**config.mk**
```make
export PLATFORM = sky130hd
export DESIGN_NAME = jk_cmd_gen
export DESIGN_NICKNAME = d
export VERILOG_FILES = /design/src/rtl/jk_cmd_gen.sv
export SDC_FILE = /design/constraint.sdc
export NUM_CORES = 1
export LEC_CHECK = 0
export ABC_CLOCK_PERIOD_IN_PS = 2300
export BUFFER_PORTS_ARGS = -buffer_cell sky130_fd_sc_hd__clkbuf_2
export CORE_ASPECT_RATIO = 1.25
export CORE_MARGIN = 3
export CORE_UTILIZATION = 55
export DETAILED_ROUTE_END_ITERATION = 10
export GPL_TIMING_DRIVEN = 0
export PLACE_DENSITY = 0.74
export SYNTH_ARGS = -nofsm -noshare
export SYNTH_HDL_FRONTEND = slang
export SYNTH_SLANG_ARGS = --single-unit
```
**constraint.sdc**
```tcl
create_clock -name clk_i -period 2.3 [get_ports clk_i]
set_clock_uncertainty 0.1 [all_clocks]
set_input_delay 0.115 -clock clk_i [delete_from_list [all_inputs] [get_ports clk_i]]
set_output_delay 0.115 -clock clk_i [all_outputs]
set_load 0.005 [all_outputs]
```
**src/rtl/jk_cmd_gen.sv**
```systemverilog
// rtl/jk_cmd_gen.sv - two-button debounced J/K command generator for a JK flip-flop
module jk_cmd_gen #(
    parameter int DEB_CYCLES = 4,
    parameter int PAIR_WIN   = 8
) (
    input  logic clk_i,
    input  logic rst_i,
    input  logic btn_j_i,
    input  logic btn_k_i,
    output logic j_o,
    output logic k_o,
    output logic deb_j_o,
    output logic deb_k_o,
    output logic busy_o
);

    localparam int DW = $clog2(DEB_CYCLES + 1);
    localparam int WW = $clog2(PAIR_WIN + 1);
    localparam logic [DW-1:0] DEB_LAST = DW'(DEB_CYCLES - 1);
    localparam logic [WW-1:0] WIN_LAST = WW'(PAIR_WIN - 1);

    typedef enum logic [2:0] {
        IDLE     = 3'd0,
        PAIR_J   = 3'd1,
        PAIR_K   = 3'd2,
        EMIT     = 3'd3,
        WAIT_REL = 3'd4
    } state_t;

    // Bit 1 carries the J button, bit 0 the K button, matching the {j,k} command code.
    logic [1:0]    sync1_q;
    logic [1:0]    sync2_q;
    logic [1:0]    deb_q;
    logic [1:0]    deb_dly_q;
    logic [DW-1:0] cnt_q [2];
    logic [1:0]    rise;

    state_t        state_q, state_d;
    logic [WW-1:0] win_q, win_d;
    logic [1:0]    cmd_q, cmd_d;
    logic          j_q, k_q, busy_q;
    logic          j_d, k_d, busy_d;

    // Two-flop synchronisers, per-button debounce counters and the delayed debounced level.
    always_ff @(posedge clk_i) begin
        if (rst_i) begin
            sync1_q   <= '0;
            sync2_q   <= '0;
            deb_q     <= '0;
            deb_dly_q <= '0;
            cnt_q[0]  <= '0;
            cnt_q[1]  <= '0;
        end else begin
            sync1_q   <= {btn_j_i, btn_k_i};
            sync2_q   <= sync1_q;
            deb_dly_q <= deb_q;
            for (int i = 0; i < 2; i++) begin
                if (sync2_q[i] == deb_q[i]) begin
                    cnt_q[i] <= '0;
                end else if (cnt_q[i] == DEB_LAST) begin
                    deb_q[i] <= sync2_q[i];
                    cnt_q[i] <= '0;
                end else begin
                    cnt_q[i] <= cnt_q[i] + DW'(1);
                end
            end
        end
    end

    assign rise = deb_q & ~deb_dly_q;

    // FSM state, pairing window and latched command.
    always_ff @(posedge clk_i) begin
        if (rst_i) begin
            state_q <= IDLE;
            win_q   <= '0;
            cmd_q   <= '0;
        end else begin
            state_q <= state_d;
            win_q   <= win_d;
            cmd_q   <= cmd_d;
        end
    end

    // Next state: pair near-simultaneous presses, otherwise commit a lone press on release or window expiry.
    always_comb begin
        state_d = state_q;
        win_d   = win_q;
        cmd_d   = cmd_q;
        case (state_q)
            IDLE: begin
                if (rise == 2'b11) begin
                    cmd_d   = 2'b11;
                    state_d = EMIT;
                end else if (rise[1]) begin
                    win_d   = '0;
                    state_d = PAIR_J;
                end else if (rise[0]) begin
                    win_d   = '0;
                    state_d = PAIR_K;
                end
            end
            PAIR_J: begin
                if (deb_q[0]) begin
                    cmd_d   = 2'b11;
                    state_d = EMIT;
                end else if (!deb_q[1] || win_q == WIN_LAST) begin
                    cmd_d   = 2'b10;
                    state_d = EMIT;
                end else begin
                    win_d = win_q + WW'(1);
                end
            end
            PAIR_K: begin
                if (deb_q[1]) begin
                    cmd_d   = 2'b11;
                    state_d = EMIT;
                end else if (!deb_q[0] || win_q == WIN_LAST) begin
                    cmd_d   = 2'b01;
                    state_d = EMIT;
                end else begin
                    win_d = win_q + WW'(1);
                end
            end
            EMIT: begin
                state_d = WAIT_REL;
            end
            WAIT_REL: begin
                if (deb_q == 2'b00) begin
                    state_d = IDLE;
                end
            end
            default: begin
                state_d = IDLE;
            end
        endcase
    end

    // Outputs decoded from the next state so the registered pulse coincides with the EMIT cycle.
    always_comb begin
        j_d    = 1'b0;
        k_d    = 1'b0;
        busy_d = (state_d != IDLE);
        if (state_d == EMIT) begin
            j_d = cmd_d[1];
            k_d = cmd_d[0];
        end
    end

    // Output registers; reset clears any pulse in flight.
    always_ff @(posedge clk_i) begin
        if (rst_i) begin
            j_q    <= 1'b0;
            k_q    <= 1'b0;
            busy_q <= 1'b0;
        end else begin
            j_q    <= j_d;
            k_q    <= k_d;
            busy_q <= busy_d;
        end
    end

    assign j_o     = j_q;
    assign k_o     = k_q;
    assign busy_o  = busy_q;
    assign deb_j_o = deb_q[1];
    assign deb_k_o = deb_q[0];

endmodule

```
======== Word level (Yosys, flattened, before mapping) ========
Memory sizes are Yosys's and may differ from the RTL's.
Index checks and enable logic that the tools add are counted.
word-level totals
  register bits ........................... 20
  RAM bits ................................ 6
  output and inout bits ................... 5
  bits of input ports ..................... 4
  logic and storage cells ................. 108
  memories ................................ 1
memory list
  name   depth  bits a word  read ports  clocked after memory_dff  write ports  line  RTL
  cnt_q  2      3            2           0                         2            35    logic [DW-1:0] cnt_q [2];
cells by class
  reductions and logical operators ........ 12
  multiplexer cells ....................... 53
  add/sub/neg operators ................... 3
  bitwise logic cells ..................... 11
  equal/unequal tests ..................... 17
operators with widths
  kind                 number
  $mux 3               14
  $mux 4               7
  $mux 1               24
  $eq 3x2->1 const B   5
  $pmux 3 s5           1
  $pmux 4 s3           1
  $mux 2               5
  $ne 2x2->1 const B   5
  $reduce_and 7->1     1
  $add 3x1->3 const B  2
  $or 1x1->1           6
  $pmux 2 s3           1
  $reduce_bool 3->1    2
  $add 4x1->4 const B  1
  $eq 4x3->1 const B   1
  $reduce_and 2->1     2
  $eq 3x1->1 const B   1
  $eq 3x3->1 const B   1
  $logic_not 3->1      1
  $ne 3x3->1 const B   1
  $not 1->1            3
  $and 2x2->2          1
  $eq 1x1->1           2
  $eq 2x2->1 const B   1
  5 further kinds      7

======== Longest topological paths before layout ========
  word-level depth ........................ 9
  mapped depth ............................ 6
  depth with buffers taken out ............ 5

======== Worst setup path before layout ========
OpenSTA, ideal clock, no wires.
  path kind ............................... flip-flop to flip-flop
  from .................................... reg win_q[0]
  to ...................................... reg j_q (netlist: j_o)
  arrival ................................. 1.506 ns
  library setup time ...................... 0.133 ns
  setup slack ............................. 0.561 ns
  required time ........................... 2.067 ns
  clock period less this slack ............ 1.739 ns
  path buffers ............................ 1
  stages on the path, launching flop included .. 7
  path through ............................ dfxtp_1 > ha_1 > and3b_1 > buf_2 > or3_1 > a222oi_1 > nor3_1
on the way
  cells in the longest elaborated chain, start to end .. 8
  elaborated cells between the ends (all ways) .. 16
  those cells by class .................... eq/ne: 2; mux: 10; bitwise: 1; reduce/logical: 3
ends and longest elaborated chain
  what                                        line      RTL
  from (decl)                                 39        logic [WW-1:0] win_q, win_d;
  from (signal assigned)                      80        win_q <= win_d;
  $eq 4x3->1 *                                107, 118
  $logic_or 1x1->1, on equally long branches  118, 107
  $mux 3, on equally long branches            118, 107
  $mux 3, on equally long branches            115, 104
  $pmux 3 s5                                  90        case (state_q)
  $eq 3x2->1                                  144       if (state_d == EMIT) begin
  $not 1->1 (no source line)                  n/a
  $reduce_or 2->1 (no source line)            n/a
  to (signal assigned)                        157       j_q <= j_d;
  to (decl)                                   41        logic j_q, k_q, busy_q;
Mark *: on every way between the ends. The rest lies on a longest branch, timed or not.
A chain may end at the register's enable or synchronous reset.

======== Worst setup path after layout ========
Same ends and word-level chain as after synthesis.

==> metrics.md <==
| Metric | Value |
|---|---|
| WP buf/inv | `1` |
| PwrDens | `about 590 mW/mm2` |
| Area growth from synthesis to layout | `11.4%` |
| Root Buffer | `clkbuf_4` |
| Seq. cell area | `581 um2` |
| IO Count | `9` |
| CTS tree | `yes` |
| Max-slew violations | `0` |
| Die height | `between 50 and 60 um` |
| Power, Total | `slightly above 800 uW` |
| IO Port Bufs | `8` |
| Async set-reset flop share out of synthesis | `0%` |
| Final HPWL DP | `between 1500 and 2000 um` |
| WL final | `approximately 2200 um` |
| Multi-input combinational cell area | `a little over 600 um2` |
| Initial drt markers | `35` |
| Top Family by Delay on Critical Path | `simple AND/OR/NAND/NOR gates` |
| Synthesis Warnings | `0` |
| Starting density of the core | `~60%` |
| RSZ-0062 raised after global routing | `false` |
| Maxcap violations | `0` |
| Worst-path fanout max | `7` |
| Gpl congestion | `between 0.8 and 0.9` |
| Hold WC Path Type | `in -> reg` |
| Required time of the critical path | `2410 ps` |
| Outcome | `complete, no violations` |
| Fill cell count | `about 190` |
| Gate Count Post-Synth | `around 130` |
| Die area | `0.00288 mm2` |
| Routed Antenna Nets | `0` |
| Final min period | `approximately 1900 ps` |
| Post-CTS setup buffer count | `0` |
| First-pass GRT wire length | `between 3000 and 4000 um` |
| Total CTS buffers | `3` |
| Via count | `960` |
| Pin count of the biggest net entering global routing | `15` |
| Post-Syn Area | `0.00125 mm2` |
| Num Clock Sinks | `26` |
| Critical path data arrival time | `slightly below 2000 ps` |
| Initial DRT Pass Iterations | `4` |
| Post-synth top area share | `32.1%` |
| Vias per cell | `between 5 and 6` |
| Nets | `162` |
| CP Cell Sequence | `ha_1 -> and3b_1 -> buf_2 -> or3_1 -> a222oi_1 -> nor3_1` |
| Top FF cell, synth | `dfxtp_1` |
| Crit start category | `flip-flop` |
| Initial antenna violation count | `0` |
| Congestion Overflow GR | `0` |
| Fmax | `530 MHz` |
| Max Buffers Root-to-Sink | `2` |
| Leak | `about 0.00056 uW` |
| Setup violators final | `0` |
| Sequential cell area fraction in the yosys report | `between 40% and 50%` |
| GR Util All Layers | `between 10% and 20%` |
| Num rows | `18` |
| Layout cell share with drive strength beyond 1 | `between 10 and 15%` |
| Post-synth top area cell | `dfxtp_1` |
| DRC violation count after routing | `0` |
| H-tree depth | `1` |
| Die W | `~49 um` |
| Critical path type | `reg -> reg` |
| Post-synth cell types | `40` |
| EDFF count, synth | `6` |
| Core Box Area | `a little over 0.002 mm2` |
| Crit-path max cell delay | `~360 ps` |
| Clock transition at path regs | `about 130 ps` |
| #FFs+latches synth | `26` |
| Mean Syn Cell Area | `between 9 and 10 um2` |
| Clk Latency, worst-skew pair | `~320 ps` |
| CP endpoint kind | `flip-flop` |
| Routed len/inst | `between 10 and 15 um` |
| Final hold vios | `0` |
| Peak VDD IR | `0.541 mV` |
| Worst path slowest cell | `dfxtp_1` |
| Vias in the first global route | `a little under 900` |
| # diodes | `0` |
| Top post-synthesis cells by area | `dfxtp_1 32%, edfxtp_1 14%, nor2_1 5.1%` |
| Setup TNS | `0 ps` |
| Tcrit/Tclk final | `82.0%` |
-- state kept, by name, indices dropped and copies added (netlist names) --
register,flops
sync1_q,2
j_o,1
k_o,1
busy_o,1
win_q,4
cnt_q,6
sync2_q,2
deb_q,2
cmd_q,2
state_q,3
deb_dly_q,2
-- stage by stage --
stage	utilization, %	area (um2)	worst slack [ps]	cells	hold WS [ps]
floorplan	-	1260	561	138	143
global placement	64.8	1340	462	176	222
detailed placement	64.8	1340	427	176	235
CTS	67.0	1390	403	182	35.5
global route	67.0	1390	332	182	63.6
finish	67.0	1390	413	182	44.4
-- path summary, 6_finish.rpt --
path,start,end,slack [ps],cells after the start
setup reg to reg,win_q[0],j_o,410,6
hold reg to reg,sync1_q[1],sync2_q[1],360,1
hold / removal,rst_i,win_q[3],40,3
setup / recovery,win_q[0],j_o,410,6
-- report_power, final --
group / leakage, uW / total (uW) / internal [uW] / switching [uW]
clock network: 0.0000154 / 192 / 63.6 / 128
logic: 0.000318 / 120 / 51.6 / 68.0
registers: 0.000224 / 503 / 490 / 12.4
-- area by class of cell --
cell class / count / share of cell area, %
multi-input combinational: 97 / 44.8
timing repair buffer: 10 / 4.32
clock inverter: 1 / 0.270
buffer: 7 / 2.34
sequential: 26 / 41.8
inverter: 8 / 2.16
clock buffer: 3 / 1.62
tap: 30 / 2.70
-- cells in the mapped netlist (all sizes together), types with 4 or more instances --
cell     n
nand2b   6
buf      5
nor2    17
ha       5
o21ai    9
nor2b    5
edfxtp   6
nor3     6
xnor2    4
inv      8
dfxtp   20
-- worst register-to-register path, stage by stage, from the launching register on --
cell	delay (ps)
dfxtp_1	360
ha_1	230
and3b_1	160
buf_2	150
or3_1	300
a222oi_1	360
nor3_1	110
-- cell families after synthesis --
family,share of synthesized area (%)
DFF,46.6
buffers and inverters,5.02
muxes,2.41
other,0.301
and+or+nand+nor,23.4
AOI/OAI and AO/OA,14.5
adders and majority gates,5.02
xor gates and xnor gates,2.81
-- cells in the final DEF, fill, tap and decap left out, types with 2 or more instances in the layout --
master and instances:
xnor2_1 4, o21ai_0 7, inv_2 2, nor3_1 5, o21ai_1 2, inv_1 6, o31ai_1 2, a21oi_1 3
ha_1 5, or3_1 3, conb_1 6, clkbuf_1 2, buf_2 5, edfxtp_1 6, a211oi_1 2, clkbuf_2 8
nor2_1 17, dlygate4sd3_1 2, dfxtp_1 20, nor2b_1 5, mux2i_1 3, nand2b_1 6, nand2_1 3, clkbuf_4 3
and2b_1 3, a31oi_1 3, nand4bb_1 2
-- repair_timing --
| action | 4_1_cts | 5_1_grt |
|---|---|---|
| hold endpoints to repair | 2 | 0 |
| hold buffers | 2 | 0 |
| gates resized for setup | 0 | 0 |
-- routing by layer --
metal	global-route usage [%]	share of wire (%)	up-vias
li1	-	-	495
met1	19.5	44	430
met2	29.3	49	30
met3	3.78	4.5	5
met4	8.54	2.0	0
met5	0	0	-
(Power assumes the default switching activity.)
